**src/rtl/pipeline_ctrl_pkg.sv**
```systemverilog
// pipeline_ctrl_pkg: shared types and constants for the pipeline hazard controller
package pipeline_ctrl_pkg;
  typedef enum logic {RUN, MULDIV} state_t;
  localparam int DEF_MUL_CYCLES = 4;
  localparam int DEF_DIV_CYCLES = 33;
  localparam int CNT_W = 6;
endpackage

```
**src/rtl/pipeline_hazard_ctrl_if.sv**
```systemverilog
// pipeline_hazard_ctrl_if: hazard inputs and stall/flush controls between datapath and controller
interface pipeline_hazard_ctrl_if;
  logic imem_busywait, dmem_busywait;
  logic [4:0] id_rs1, id_rs2, ex_rd;
  logic id_uses_rs1, id_uses_rs2, ex_mem_read, ex_branch_taken, ex_muldiv_start, ex_is_div;
  logic pc_en, if_id_en, id_ex_en, ex_mem_en, mem_wb_en;
  logic if_id_flush, id_ex_flush, ex_mem_flush, muldiv_busy, muldiv_done;
  modport master (
    output imem_busywait, dmem_busywait, id_rs1, id_rs2, ex_rd, id_uses_rs1, id_uses_rs2,
           ex_mem_read, ex_branch_taken, ex_muldiv_start, ex_is_div,
    input  pc_en, if_id_en, id_ex_en, ex_mem_en, mem_wb_en,
           if_id_flush, id_ex_flush, ex_mem_flush, muldiv_busy, muldiv_done
  );
  modport slave (
    input  imem_busywait, dmem_busywait, id_rs1, id_rs2, ex_rd, id_uses_rs1, id_uses_rs2,
           ex_mem_read, ex_branch_taken, ex_muldiv_start, ex_is_div,
    output pc_en, if_id_en, id_ex_en, ex_mem_en, mem_wb_en,
           if_id_flush, id_ex_flush, ex_mem_flush, muldiv_busy, muldiv_done
  );
endinterface

```
**src/rtl/muldiv_stall_counter.sv**
```systemverilog
// muldiv_stall_counter: loadable down-counter with zero detect for multi-cycle EX ops
module muldiv_stall_counter import pipeline_ctrl_pkg::*; (
  input  logic             CLK,
  input  logic             reset,
  input  logic             load,
  input  logic [CNT_W-1:0] load_val,
  input  logic             dec,
  output logic [CNT_W-1:0] cnt,
  output logic             zero
);
  always_ff @(posedge CLK)
    if (reset) cnt <= '0;
    else if (load) cnt <= load_val;
    else if (dec) cnt <= cnt - 1'b1;
  assign zero = cnt == '0;
endmodule

```
**src/rtl/pipeline_hazard_ctrl.sv**
```systemverilog
// pipeline_hazard_ctrl: stall/flush control for the 5-stage pipeline; MULDIV_EN builds the multi-cycle M-extension stall FSM
module pipeline_hazard_ctrl import pipeline_ctrl_pkg::*; #(
  parameter int MUL_CYCLES = DEF_MUL_CYCLES,
  parameter int DIV_CYCLES = DEF_DIV_CYCLES
) (
  input logic CLK,
  input logic reset,
  pipeline_hazard_ctrl_if.slave h
);
  logic bw, go, load_use, md_stall, busy, done, run_br, run_lu;
  assign bw = h.imem_busywait | h.dmem_busywait;
  assign go = ~reset & ~bw;
  assign load_use = h.ex_mem_read & (h.ex_rd != 5'd0) &
    ((h.id_uses_rs1 & (h.id_rs1 == h.ex_rd)) | (h.id_uses_rs2 & (h.id_rs2 == h.ex_rd)));
`ifdef MULDIV_EN
  localparam logic [CNT_W-1:0] MUL_N = CNT_W'(MUL_CYCLES);
  localparam logic [CNT_W-1:0] DIV_N = CNT_W'(DIV_CYCLES);
  state_t state, state_nx;
  logic [CNT_W-1:0] cnt, n_ld;
  logic cnt_zero, start, multi;
  assign multi = h.ex_is_div ? (DIV_CYCLES > 1) : (MUL_CYCLES > 1);
  assign start = (state == RUN) & h.ex_muldiv_start & ~h.ex_branch_taken & multi;
  assign n_ld = (h.ex_is_div ? DIV_N : MUL_N) - CNT_W'(2);
  // cnt counts the MULDIV cycles that remain after the current one
  muldiv_stall_counter u_cnt (
    .CLK(CLK), .reset(reset), .load(start & ~bw), .load_val(n_ld),
    .dec((state == MULDIV) & ~cnt_zero & ~bw), .cnt(cnt), .zero(cnt_zero)
  );
  always_ff @(posedge CLK)
    if (reset) state <= RUN;
    else if (!bw) state <= state_nx;
  always_comb begin
    state_nx = state;
    if (start) state_nx = MULDIV;
    else if (state == MULDIV && cnt_zero) state_nx = RUN;
  end
  assign busy = state == MULDIV;
  assign done = busy & cnt_zero;
  assign md_stall = start | (busy & ~cnt_zero);
`else
  logic unused_md;
  assign unused_md = &{1'b0, CLK, h.ex_muldiv_start, h.ex_is_div, MUL_CYCLES[0], DIV_CYCLES[0]};
  assign busy = 1'b0;
  assign done = 1'b0;
  assign md_stall = 1'b0;
`endif
  assign run_br = ~busy & h.ex_branch_taken;
  assign run_lu = ~busy & ~h.ex_branch_taken & ~md_stall & load_use;
  always_comb begin
    h.pc_en        = go & ~md_stall & ~run_lu;
    h.if_id_en     = go & ~md_stall & ~run_lu;
    h.id_ex_en     = go & ~md_stall;
    h.ex_mem_en    = go;
    h.mem_wb_en    = go;
    h.if_id_flush  = go & run_br;
    h.id_ex_flush  = go & (run_br | run_lu);
    h.ex_mem_flush = go & md_stall;
    h.muldiv_busy  = ~reset & busy;
    h.muldiv_done  = go & done;
  end
endmodule

```
**src/flat_wrapper.sv**
```systemverilog
// flat-port wrapper written by rule: the top's interface ports become plain ports
module pipeline_hazard_ctrl_flat import pipeline_ctrl_pkg::*;
#(
  parameter int MUL_CYCLES = DEF_MUL_CYCLES,
  parameter int DIV_CYCLES = DEF_DIV_CYCLES
)
  (CLK, reset, h_imem_busywait, h_dmem_busywait, h_id_rs1, h_id_rs2, h_ex_rd, h_id_uses_rs1, h_id_uses_rs2, h_ex_mem_read, h_ex_branch_taken, h_ex_muldiv_start, h_ex_is_div, h_pc_en, h_if_id_en, h_id_ex_en, h_ex_mem_en, h_mem_wb_en, h_if_id_flush, h_id_ex_flush, h_ex_mem_flush, h_muldiv_busy, h_muldiv_done);
  pipeline_hazard_ctrl_if h_i ();
  input logic CLK;
  input logic reset;
  input wire logic [$bits(h_i.imem_busywait)-1:0] h_imem_busywait;
  input wire logic [$bits(h_i.dmem_busywait)-1:0] h_dmem_busywait;
  input wire logic [$bits(h_i.id_rs1)-1:0] h_id_rs1;
  input wire logic [$bits(h_i.id_rs2)-1:0] h_id_rs2;
  input wire logic [$bits(h_i.ex_rd)-1:0] h_ex_rd;
  input wire logic [$bits(h_i.id_uses_rs1)-1:0] h_id_uses_rs1;
  input wire logic [$bits(h_i.id_uses_rs2)-1:0] h_id_uses_rs2;
  input wire logic [$bits(h_i.ex_mem_read)-1:0] h_ex_mem_read;
  input wire logic [$bits(h_i.ex_branch_taken)-1:0] h_ex_branch_taken;
  input wire logic [$bits(h_i.ex_muldiv_start)-1:0] h_ex_muldiv_start;
  input wire logic [$bits(h_i.ex_is_div)-1:0] h_ex_is_div;
  output wire logic [$bits(h_i.pc_en)-1:0] h_pc_en;
  output wire logic [$bits(h_i.if_id_en)-1:0] h_if_id_en;
  output wire logic [$bits(h_i.id_ex_en)-1:0] h_id_ex_en;
  output wire logic [$bits(h_i.ex_mem_en)-1:0] h_ex_mem_en;
  output wire logic [$bits(h_i.mem_wb_en)-1:0] h_mem_wb_en;
  output wire logic [$bits(h_i.if_id_flush)-1:0] h_if_id_flush;
  output wire logic [$bits(h_i.id_ex_flush)-1:0] h_id_ex_flush;
  output wire logic [$bits(h_i.ex_mem_flush)-1:0] h_ex_mem_flush;
  output wire logic [$bits(h_i.muldiv_busy)-1:0] h_muldiv_busy;
  output wire logic [$bits(h_i.muldiv_done)-1:0] h_muldiv_done;
  assign h_i.imem_busywait = h_imem_busywait;
  assign h_i.dmem_busywait = h_dmem_busywait;
  assign h_i.id_rs1 = h_id_rs1;
  assign h_i.id_rs2 = h_id_rs2;
  assign h_i.ex_rd = h_ex_rd;
  assign h_i.id_uses_rs1 = h_id_uses_rs1;
  assign h_i.id_uses_rs2 = h_id_uses_rs2;
  assign h_i.ex_mem_read = h_ex_mem_read;
  assign h_i.ex_branch_taken = h_ex_branch_taken;
  assign h_i.ex_muldiv_start = h_ex_muldiv_start;
  assign h_i.ex_is_div = h_ex_is_div;
  assign h_pc_en = h_i.pc_en;
  assign h_if_id_en = h_i.if_id_en;
  assign h_id_ex_en = h_i.id_ex_en;
  assign h_ex_mem_en = h_i.ex_mem_en;
  assign h_mem_wb_en = h_i.mem_wb_en;
  assign h_if_id_flush = h_i.if_id_flush;
  assign h_id_ex_flush = h_i.id_ex_flush;
  assign h_ex_mem_flush = h_i.ex_mem_flush;
  assign h_muldiv_busy = h_i.muldiv_busy;
  assign h_muldiv_done = h_i.muldiv_done;
  pipeline_hazard_ctrl #(.MUL_CYCLES(MUL_CYCLES), .DIV_CYCLES(DIV_CYCLES)) u_core (.CLK(CLK), .reset(reset), .h(h_i));
endmodule
```
**config.mk**
```make
export PLATFORM = sky130hd
export DESIGN_NAME = pipeline_hazard_ctrl_flat
export DESIGN_NICKNAME = d
export VERILOG_FILES = /design/src/rtl/pipeline_ctrl_pkg.sv /design/src/rtl/pipeline_hazard_ctrl_if.sv /design/src/rtl/muldiv_stall_counter.sv /design/src/rtl/pipeline_hazard_ctrl.sv /design/src/flat_wrapper.sv
export SDC_FILE = /design/constraint.sdc
export NUM_CORES = 1
export LEC_CHECK = 0
export CORE_AREA = 5 5 42 44
export DETAILED_ROUTE_END_ITERATION = 7
export DIE_AREA = 0 0 47 49
export PLACE_DENSITY = 0.65
export SLEW_MARGIN = 10
export SYNTH_ARGS = -nofsm -noshare
export SYNTH_HDL_FRONTEND = slang
export SYNTH_SLANG_ARGS = --single-unit
```
**constraint.sdc**
```tcl
create_clock -name vclk -period 2.45
set_input_delay 0.49 -clock vclk [all_inputs]
set_output_delay 0.49 -clock vclk [all_outputs]
set_load 0.05 [all_outputs]
```
==> results of run 1 <==
-- layer usage --
layer,GRT usage,share of wire,vias up
li1,-,-,146
met2,0.122,0.49,24
met3,0.0111,0.19,0
met4,0,0,0
met5,0,0,-
met1,0.0717,0.32,130
-- worst max-delay path, cell delays in order --
cell	delay, ns
dlygate4sd2_1	0.27
xor2_1	0.17
nor4_2	0.21
a32oi_1	0.15
o31a_1	0.39
buf_12	0.18
-- kinds of logic (layout without fill, tap and decap cells) --
kind of cell | count (synthesis) | after routing
buffers and inverters | 6 | 32
XOR/XNOR | 10 | 10
AO/OA/AOI/OAI | 5 | 5
AND/OR/NAND/NOR | 6 | 6
other | 1 | 3
-- path summary, 6_finish.rpt --
path / from / endpoint / slack [ns] / cells after the start
worst max-delay path: h_ex_rd[4] / h_pc_en / 0.09 / 6
worst min-delay path: h_ex_rd[2] / h_id_ex_flush / 1.62 / 5
-- power by group through the flow --
stage	sequential (W)	clock, W	combinational, W
6_report	0	0	0.000104
5_1_grt	0	0	0.000111
4_1_cts	0	0	0.000106
3_5_place_dp	0	0	0.000111
3_3_place_gp	0	0	0.000110
2_1_floorplan	0	0	0.0000508
-- layout by cell type (no fill, tap or decap), drive strengths merged --
cell type      count
o21bai             1
o21ai              1
conb               3
or4                1
nor3               1
clkbuf             1
xnor2              2
dlygate4sd2        7
xor2               8
dlymetal6s2s       3
a32oi              1
clkdlybuf4s50      9
clkdlybuf4s15      2
nor4               2
and2               2
o31a               1
buf               10
o211ai             1
-- metrics by stage --
step | TNS [ns] | hold WS (ns) | setup slack [ns] | util | power, W
finish | 0 | 1.62 | 0.0865 | 0.426 | 0.000104
global route | 0 | 1.67 | 0.00273 | 0.426 | 0.000111
CTS | 0 | 1.71 | 0.0232 | 0.421 | 0.000106
detailed placement | -0.489 | 1.73 | -0.185 | 0.428 | 0.000111
global placement | -0.504 | 1.72 | -0.192 | 0.428 | 0.000110
floorplan | 0 | 1.05 | 0.0235 | - | 0.0000508
-- timing repair --
item | 4_1_cts | 5_1_grt
resized for setup | 12 | 7
pin swaps | 4 | 5
hold buffers | 0 | 0
endpoints found under the setup margin | 3 | 3
-- layout make-up --
type                       count  area [um^2]
fill                         154          805
multi-input combinational     24          200
tap                           16         20.0
timing repair buffer          32          377
==> key figures, run 1 <==
Layout
  • Design area: 597 um^2
  • Clkbuf count: 0
  • Final Non-Filler Cells: 72
  • Layout cells sized above 1: 0.286
  • Ant diodes: 0
  • Layout Nets: 83
  • Layout area overhead: 174%
  • Sequential cell count: 0
  • Storage cell area: 0 um^2

Clock tree
  • Postcts setup bufs: 0

Synth
  • Complex-gate fraction of the synthesized area: 0.172
  • Synth top cells by count: xor2_1, buf_4, xnor2_1
  • Post-synthesis adder-cell area fraction: 0
  • Mux cell area share after synthesis: 0
  • Avg Synthesized Cell Area: 7.78 um^2
  • Distinct cell type count after synthesis: 15
  • Yosys warning total: 0
  • Mapped Cells: 28
  • Area leader, netlist: xor2_1
  • Xor/xnor share of the synthesized area: 0.402
  • Post-Synth Simple-Gate Area: 0.201
  • Area contributors post-synth: xor2_1, buf_4, xnor2_1
  • Area of the mapped netlist: 218 um^2
  • Cell with the most instances after synthesis: xor2_1
  • Register area share after synthesis: 0
  • Share of the synthesized area in the top cell type: 0.322
  • Combinational family with the most area after synthesis: XOR/XNOR gates

Place
  • RePlAce Congestion: 0.624
  • IO buf count: 29
  • Placed cell count: 72
  • Cell Area, Placed: 599 um^2

Die
  • Core area: 1400 um^2
  • Die Area: 2300 um^2
  • Die Span Y: 49 um
  • Top Ports: 35
  • Num rows: 14
  • Die Width: 47 um
  • Initial core utilization: 0.155

Power
  • Seq pwr share: 0
  • Switching share of power: 0.479
  • Leakage power total: 0.270 nW
  • P_int: 0.0000541 W
  • Total net switching power: 0.0000497 W
  • Clock share of power: 0
  • Combinational fraction of design power: 1.000
  • Worst vdd ir: 55.2 uV
  • Power per cell area: 174 nW/um^2

Timing
  • Final period utilization: 0.965
  • Final setup vio count: 0
  • Fin crit period: 2.36 ns
  • Fin. Hold Viols: 0
  • RSZ-0062 raised after global routing: no
  • Fmax: 0.423 GHz
  • Final Max Tran Viols: 0

Worst setup path
  • Worst setup EP type: output port
  • CP Max Fanout: 3
  • Critical path class: in -> out
  • Data required time at the worst endpoint: 1.96 ns
  • Critical path launch point type: input pin
  • WP data arrival: 1.87 ns

Routing
  • Drc violations: 0
  • Routed wire per std cell: 10.8 um
  • Via count: 300
  • Initial drt markers: 0
  • Final WL: 776 um
  • DRT Pass-1 Iters: 1
  • Number of vias per cell: 4.17
  • Antenna Nets Post-Route: 0

Global route
  • Tot GR Track Use: 0.0632
  • Vias in the first global route: 306
  • Pin count of the biggest net entering global routing: 5
  • Total grt overflow: 0
  • First-pass GRT wire length: 1200 um
  • Number of antenna violations at the first check in global routing: 0

Min path
  • Hold WC Path Type: in -> out

Run status
  • Status: finished clean

Run
  • Max Cap Violations: 0
No activity file was read; power rests on OpenSTA's default activity.
==> run 2, diff against run 1 <==
==> constraint.sdc (replaced) <==
create_clock -name vclk -period 2.45
set_input_delay 0.3675 -clock vclk [all_inputs]
set_output_delay 0.3675 -clock vclk [all_outputs]
set_load 0.05 [all_outputs]
==> key figures, run 2 (synthesis results as in run 1) <==
Die
  • Die Area: 2300 um^2
  • Num rows: 14
  • Core area: 1400 um^2
  • Top Ports: 35
  • Die Span Y: 49 um
  • Initial core utilization: 0.155
  • Die Width: 47 um

Global route
  • Total grt overflow: 0
  • Pin count of the biggest net entering global routing: 7
  • First-pass GRT wire length: 1020 um
  • Vias in the first global route: 244
  • Number of antenna violations at the first check in global routing: 0
  • Tot GR Track Use: 0.0547

Worst setup path
  • CP Max Fanout: 3
  • Worst setup EP type: output port
  • WP data arrival: 1.98 ns
  • Worst path bufs/invs: 2
  • CP max-delay cell: or4_1
  • Delay-heaviest family, CP: buffers and inverters
  • Max incr delay on CP: 0.58 ns
  • Critical path launch point type: input pin
  • Critical path class: in -> out
  • Data required time at the worst endpoint: 2.08 ns
  • Critical Path, Cell by Cell: clkdlybuf4s50_1 > or4_1 > o21ai_1 > o31a_1 > buf_12

Routing
  • Via count: 281
  • Initial drt markers: 1
  • Antenna Nets Post-Route: 0
  • DRT Pass-1 Iters: 4
  • Routed wire per std cell: 10.0 um
  • Final WL: 701 um
  • Number of vias per cell: 4.01
  • Drc violations: 0

Power
  • Power per cell area: 183 nW/um^2
  • Leakage power total: 0.232 nW
  • Tot Pwr: 0.000100 W
  • Worst vdd ir: 59.9 uV

Layout
  • Storage cell area: 0 um^2
  • Layout Nets: 81
  • Commonest cells after routing, fill and taps aside: clkdlybuf4s50_1, xor2_1, buf_12, buf_4
  • Layout cells sized above 1: 0.185
  • Clkbuf count: 0
  • Final Non-Filler Cells: 70
  • Sequential cell count: 0
  • Ant diodes: 0
  • Commonest non-fill, non-tap cell in the layout: clkdlybuf4s50_1
  • Layout area overhead: 152%

Run
  • Max Cap Violations: 0

Min path
  • Hold Crit Start: h_ex_rd[1]
  • Hold worst-path end: h_id_ex_flush
  • Worst Hold Depth: 4
  • Hold WC Path Type: in -> out

Run status
  • Status: finished clean

Timing
  • Fin. Hold Viols: 0
  • Final Max Tran Viols: 0
  • Final period utilization: 0.957
  • Setup TNS: 0 ns
  • RSZ-0062 raised after global routing: no
  • Fin crit period: 2.34 ns
  • Final setup vio count: 0
  • Fmax: 0.427 GHz

Place
  • IO buf count: 29
  • Placed cell count: 69
  • RePlAce Congestion: 0.600
-- run 2: how the worst max path moves through the flow --
stage                          start            end  depth (start not counted)
final                     h_ex_rd[0]     h_if_id_en                          5
after global routing      h_ex_rd[0]     h_if_id_en                          6
after CTS                 h_ex_rd[3]     h_if_id_en                          6
after detailed placement  h_ex_rd[3]     h_if_id_en                          6
after global placement    h_ex_rd[3]        h_pc_en                          6
after floorplan                reset  h_id_ex_flush                          3
-- run 2: where the power goes --
| group | switching (W) | internal [W] | total, W |
|---|---|---|---|
| Combinational | 0.0000476 | 0.0000527 | 0.000100 |
| Sequential | 0 | 0 | 0 |
| Clock | 0 | 0 | 0 |
-- run 2: area by class of cell --
class | instances | area [um^2]
multi-input cells | 24 | 191
fillers | 159 | 852
well taps | 16 | 20.0
repair buffers | 30 | 338
-- run 2: timing repair --
item | 4_1_cts | 5_1_grt
setup buffers | 0 | 1
gates resized for setup | 0 | 4
hold buffers | 0 | 0
endpoints found under the setup margin | 0 | 2
-- run 2: layer usage --
layer / track usage / share of wire / vias to the layer above
met5: 0 / 0 / -
met4: 0 / 0 / 0
met3: 0.00738 / 0.20 / 0
met2: 0.0995 / 0.46 / 23
met1: 0.0696 / 0.33 / 116
li1: - / - / 142
-- run 2: through the flow --
| step | hold WS (ns) | setup slack [ns] | cell area, um^2 | util |
|---|---|---|---|---|
| detailed placement | 1.49 | 0.0582 | 534 | 0.381 |
| finish | 1.35 | 0.105 | 549 | 0.392 |
| CTS | 1.49 | 0.0463 | 534 | 0.381 |
| global placement | 1.47 | 0.0432 | 534 | 0.381 |
| floorplan | 0.804 | 0.127 | 236 | - |
| global route | 1.39 | 0.00158 | 549 | 0.392 |
